### config.mk
export PLATFORM = sky130hd
export DESIGN_NAME = wb_stage_multi
export DESIGN_NICKNAME = d
export VERILOG_FILES = /design/src/rtl/wb_pkg.sv /design/src/rtl/wb_lane_mux.sv /design/src/rtl/wb_stage_multi.sv
export SDC_FILE = /design/constraint.sdc
export NUM_CORES = 1
export LEC_CHECK = 0
export CORE_MARGIN = 1.5
export CORE_UTILIZATION = 35
export CTS_CLUSTER_SIZE = 14
export DETAILED_ROUTE_END_ITERATION = 16
export PLACE_DENSITY = 0.73
export SLEW_MARGIN = 20
export SYNTH_ARGS = -nofsm -noshare
export SYNTH_HDL_FRONTEND = slang
export SYNTH_HIERARCHICAL = 1
export SYNTH_SLANG_ARGS = --single-unit
### constraint.sdc
create_clock -name clk -period 3.33 [get_ports clk]
set_clock_uncertainty 0.1 [all_clocks]
set_input_delay 0.4995 -clock clk [delete_from_list [all_inputs] [get_ports clk]]
set_output_delay 0.4995 -clock clk [all_outputs]
set_load 0.005 [all_outputs]
### src/rtl/wb_pkg.sv
// Shared types for the multi-lane writeback stage.
// Source-select encoding, lane bundle and register-zero constant.
package wb_pkg;

  localparam int WB_XLEN       = 32;
  localparam int WB_REG_ADDR_W = 5;

  typedef enum logic [1:0] {
    WB_ALU  = 2'b00,
    WB_MEM  = 2'b01,
    WB_PC4  = 2'b10,
    WB_RSVD = 2'b11
  } wb_sel_e;

  typedef struct packed {
    logic                     we;
    logic [WB_REG_ADDR_W-1:0] rd;
    logic [WB_XLEN-1:0]       data;
  } wb_lane_t;

  localparam logic [WB_REG_ADDR_W-1:0] REG_ZERO = '0;

endpackage

### src/rtl/wb_lane_mux.sv
// Per-lane writeback source select.
// Flags the reserved encoding on a lane that actually writes.
module wb_lane_mux
  import wb_pkg::*;
#(
  parameter int XLEN = 32
) (
  input  logic            en,
  input  logic [1:0]      sel,
  input  logic [XLEN-1:0] aluout,
  input  logic [XLEN-1:0] read_data,
  input  logic [XLEN-1:0] pc_plus4,
  output logic [XLEN-1:0] data,
  output logic            rsvd
);

  always_comb begin
    data = aluout;
    rsvd = 1'b0;
    unique case (wb_sel_e'(sel))
      WB_ALU: data = aluout;
      WB_MEM: data = read_data;
      WB_PC4: data = pc_plus4;
      WB_RSVD: begin
        data = aluout;
        rsvd = en;
      end
    endcase
  end

endmodule

### src/rtl/wb_stage_multi.sv
// Multi-lane writeback: WAW pruning, pending regs and
// fixed-priority drain onto the register-file write ports.
module wb_stage_multi
  import wb_pkg::*;
#(
  parameter int NUM_LANES  = 2,
  parameter int XLEN       = 32,
  parameter int REG_ADDR_W = 5,
  parameter int NUM_WPORTS = 2
) (
  input  logic                            clk,
  input  logic                            rst,
  input  logic                            in_valid,
  output logic                            in_ready,
  input  logic [NUM_LANES-1:0]            lane_en,
  input  logic [NUM_LANES-1:0]            reg_write,
  input  logic [2*NUM_LANES-1:0]          wb_sel,
  input  logic [NUM_LANES*REG_ADDR_W-1:0] rd_addr,
  input  logic [NUM_LANES*XLEN-1:0]       aluout,
  input  logic [NUM_LANES*XLEN-1:0]       read_data,
  input  logic [NUM_LANES*XLEN-1:0]       pc_plus4,
  output logic [NUM_WPORTS-1:0]           rf_we,
  output logic [NUM_WPORTS*REG_ADDR_W-1:0] rf_waddr,
  output logic [NUM_WPORTS*XLEN-1:0]      rf_wdata,
  output logic                            busy,
  output logic [31:0]                     retire_cnt,
  output logic                            sel_err
);

  localparam int RW = REG_ADDR_W;

  logic [NUM_LANES-1:0] pend_q;
  logic [NUM_LANES-1:0] new_p;
  logic [NUM_LANES-1:0] grant;
  logic [NUM_LANES-1:0] lane_wr;
  logic [NUM_LANES-1:0] rsvd;
  logic [XLEN-1:0]      mux_d [NUM_LANES];
  logic [XLEN-1:0]      data_q [NUM_LANES];
  logic [RW-1:0]        rd_q [NUM_LANES];
  logic                 accept;
  int                   rank;

  assign lane_wr = lane_en & reg_write;
  assign accept  = in_valid & in_ready;

  for (genvar i = 0; i < NUM_LANES; i++) begin : g_lane
    wb_lane_mux #(.XLEN(XLEN)) u_mux (
      .en        (lane_wr[i]),
      .sel       (wb_sel[2*i +: 2]),
      .aluout    (aluout[i*XLEN +: XLEN]),
      .read_data (read_data[i*XLEN +: XLEN]),
      .pc_plus4  (pc_plus4[i*XLEN +: XLEN]),
      .data      (mux_d[i]),
      .rsvd      (rsvd[i])
    );
  end

  // Only the youngest writer of each rd survives.
  always_comb begin
    new_p = '0;
    for (int i = 0; i < NUM_LANES; i++) begin
      new_p[i] = lane_wr[i] &&
        (rd_addr[i*RW +: RW] != RW'(REG_ZERO));
    end
    for (int i = 0; i < NUM_LANES; i++) begin
      for (int j = i + 1; j < NUM_LANES; j++) begin
        if (new_p[j] &&
            rd_addr[j*RW +: RW] == rd_addr[i*RW +: RW])
          new_p[i] = 1'b0;
      end
    end
  end

  always_comb begin
    grant    = '0;
    rf_we    = '0;
    rf_waddr = '0;
    rf_wdata = '0;
    rank     = 0;
    for (int i = 0; i < NUM_LANES; i++) begin
      if (pend_q[i]) begin
        for (int k = 0; k < NUM_WPORTS; k++) begin
          if (rank == k) begin
            grant[i]                 = 1'b1;
            rf_we[k]                 = 1'b1;
            rf_waddr[k*RW +: RW]     = rd_q[i];
            rf_wdata[k*XLEN +: XLEN] = data_q[i];
          end
        end
        rank = rank + 1;
      end
    end
  end

  assign in_ready = ((pend_q & ~grant) == '0);
  assign busy     = |pend_q;

  always_ff @(posedge clk) begin
    if (rst) begin
      pend_q     <= '0;
      retire_cnt <= '0;
      sel_err    <= 1'b0;
      for (int i = 0; i < NUM_LANES; i++) begin
        data_q[i] <= '0;
        rd_q[i]   <= '0;
      end
    end else if (accept) begin
      pend_q     <= new_p;
      retire_cnt <= retire_cnt + 32'($countones(lane_en));
      sel_err    <= sel_err | (|rsvd);
      for (int i = 0; i < NUM_LANES; i++) begin
        data_q[i] <= mux_d[i];
        rd_q[i]   <= rd_addr[i*RW +: RW];
      end
    end else begin
      pend_q <= pend_q & ~grant;
    end
  end

endmodule

==> impl_metrics.py <==
metrics = {
    "timing": {
        "worst_slew_pin_slew_ns": 0.6817,
        "maxSlewHeadroom_pct": 54.55,
        "fmax_mhz": 340.1,
        "setup_violations": 0,
        "fin_crit_sh_pct": 88.30,
        "min_period_ns": 2.940,
        "maxSlewViolCount": 0,
        "setup_tns_ns": 0,
        "rsz0062_at_grt": "no",
        "hold_viol": 0,
    },
    "place": {
        "dpl.hpwl_um": 17020,
        "gp_congestion": 0.7998,
        "io_buffers": 322,
        "postPlaceCellArea_sq_um": 9903,
    },
    "clocking": {
        "clock_sinks": 109,
        "cts_hold_buf": 0,
        "clock_path_buffers": 2,
        "cts-htree-levels": 3,
        "cts-root-buf": "clkbuf_16",
        "insertion_delay_ns": 0.35,
        "post-cts-setup-buffers": 0,
        "cts_tree": "built",
        "clkSlewWorstSetupHoldPaths_ns": 0.07,
        "postCtsResizedCells": 0,
        "cts-buffers-inserted": 9,
    },
    "layout": {
        "area_growth_pct": 58.45,
        "seqCellArea_sq_um": 2924,
        "layout-drive-gt1-share_pct": 4.970,
        "layout_commonest_cell": "clkdlybuf4s50_1",
        "nFillCells": 1652,
        "layout.nets": 1202,
        "multiInputGateArea_sq_um": 3166,
        "postLayoutCellArea_sq_um": 10200,
        "final_cell_mix": "clkdlybuf4s50_1, and2_1, nand2_1",
    },
    "floorplan": {
        "ios": 324,
        "core_sq_um": 18020,
        "rows": 49,
        "die_w_um": 138.6,
        "start_util_pct": 35.71,
        "dieArea_sq_um": 19220,
        "fp.dieH_um": 138.6,
    },
    "drt": {
        "via_per_inst": 5.274,
        "wirelength_um": 22680,
        "drc_errors": 0,
        "num_vias": 6418,
        "wl_per_cell_um": 18.63,
        "ant_nets": 0,
        "dr.pass1.iters": 5,
        "drt_iter0_drc": 322,
    },
    "logic_synthesis": {
        "synthFlopType": "edfxtp_1",
        "seq_area_frac_synth_pct": 45.40,
        "synth-edff-count": 74,
        "yosys.area.top_type": "edfxtp_1",
        "synth_top_area_share_pct": 34.52,
        "yosys_register_bits": 109,
        "synth_cell_types": 41,
        "async_flop_share_pct": 0,
        "ys.warnings.count": 6,
        "syn-num-nets": 910,
        "synthCells": 689,
        "syn_area_per_cell_sq_um": 9.343,
        "synth.area.top_cells": "edfxtp_1, dfxtp_1, and2_1",
        "synth_area_sq_um": 6437,
    },
    "pwr": {
        "power.density_nw_per_um2": 323.7,
        "intPower_mw": 2.501,
        "p_clk_share_pct": 32.6,
        "pwr-share-comb_pct": 19.8,
        "swShare_pct": 24.22,
        "power_leakage_nw": 3.749,
        "ir_drop_mv": 0.2321,
        "power_frac_seq_pct": 47.6,
        "p_sw_uw": 799.7,
    },
    "critical_path": {
        "path_buf_inv": 3,
        "critical_path_class": "input port to register",
        "path_cells": "clkdlybuf4s50_1 -> inv_1 -> fa_1 -> inv_1 -> ha_1 -> nand3_1 -> or4_1 -> or4_1 -> a21oi_1",
        "crit_arrival_ns": 3.12,
        "cp.required_ns": 3.51,
        "end_kind": "register",
        "crit_path_max_incr_delay_ns": 0.65,
        "crit_family": "simple AND/OR/NAND/NOR gates",
        "path_max_fanout": 8,
        "reg2reg_slack_ns": 0.71,
        "crit_path_start_kind": "input port",
        "cpMaxStageDelayCell": "or4_1",
    },
    "outcome": {
        "outcome": "finished clean",
    },
    "hold_path": {
        "worstHoldPathType": "register to register",
    },
    "global_routing": {
        "grt_pass1_vias": 6255,
        "grt_antenna_before_repair": 2,
        "grt_max_degree": 77,
        "globalRouteOverflowTotal": 0,
        "grt_usage_pct": 23.26,
        "grt_pass1_wl_um": 35060,
    },
    "job": {
        "max-cap-violations": 0,
    },
}
## Yosys cell counts, types with 2 or more instances
library cell	count
o21ai_1	60
dfxtp_1	35
or2_1	2
or3_1	5
and4_1	3
a22o_1	37
buf_6	6
buf_1	3
ha_1	7
edfxtp_1	74
nand3_1	8
and2_1	82
and3_1	38
o21ai_0	11
a21oi_1	22
or2_2	3
xnor2_1	3
buf_4	2
nor2b_1	3
inv_1	11
nand2_1	78
a22oi_1	64
nor2_1	11
clkbuf_1	31
or4_1	20
nand4_1	7
xor2_1	11
buf_2	24
o31ai_1	16
## stage by stage
stage                     hold WS, ns  setup slack (ns)  power [mW]  utilization [%]  std cells
after detailed placement       0.3489           0.03119       2.257            54.94       1199
after CTS                      0.3592            0.4028       3.337            56.56       1215
after global routing           0.3980            0.3125       3.444            56.59       1217
after floorplan                0.3421            0.6041       1.850                -        689
after global placement         0.3395           0.08231       2.252            54.94       1199
final                          0.3521            0.3897       3.301            56.59       1217
## registers in the layout, indices dropped and copies added, names as in the netlist
name,flops
rd_q,10
pend_q,2
sel_err,1
retire_cnt,32
data_q,64
## layer usage
metal / vias to the layer above / part of all wire (%) / wire length [um] / track usage [%]
li1: 3130 / - / - / -
met1: 3023 / 41 / 9319 / 28.07
met2: 236 / 51 / 11560 / 41.74
met3: 29 / 6.2 / 1411 / 4.800
met4: 0 / 1.7 / 386 / 6.963
met5: - / 0 / 0 / 0
## area by class of cell
type / instances / share of cell area [%]
Clock buffer: 11 / 2.282
Antenna cell: 2 / 0.04907
Multi-Input combinational cell: 503 / 31.04
Clock inverter: 5 / 0.5765
Sequential cell: 109 / 28.67
Tap cell: 229 / 2.809
Inverter: 11 / 0.4048
Timing Repair Buffer: 347 / 34.18
## final timing paths
| check | end | from | depth (start not counted) |
|---|---|---|---|
| max reg2reg | retire_cnt[30] | retire_cnt[0] | 8 |
| max | retire_cnt[30] | lane_en[0] | 9 |
| min reg2reg | sel_err | sel_err | 2 |
| min | sel_err | sel_err | 2 |
## logic make-up after synthesis
family	Yosys count	share of synthesized area, %
fa+ha+maj	8	1.671
buf+inv	77	5.772
compound gates	213	21.92
other cells	1	0.05825
simple gates	266	23.11
flops	109	45.40
xor+xnor	14	1.905
mux	1	0.1555
## tightest hold or removal path, delay by kind of cell (launching register included)
kind            cells  cell delay (ns)
flops               1             0.31
buf+inv             1             0.05
compound gates      1             0.05
## power by group through the flow
stage | combinational (mW) | clock [mW] | sequential [mW]
final | 0.652 | 1.08 | 1.57
after floorplan | 0.262 | 0 | 1.59
after global routing | 0.710 | 1.15 | 1.58
after global placement | 0.652 | 0 | 1.60
after detailed placement | 0.655 | 0 | 1.60
after CTS | 0.658 | 1.11 | 1.57
No activity file was read; power rests on OpenSTA's default activity.
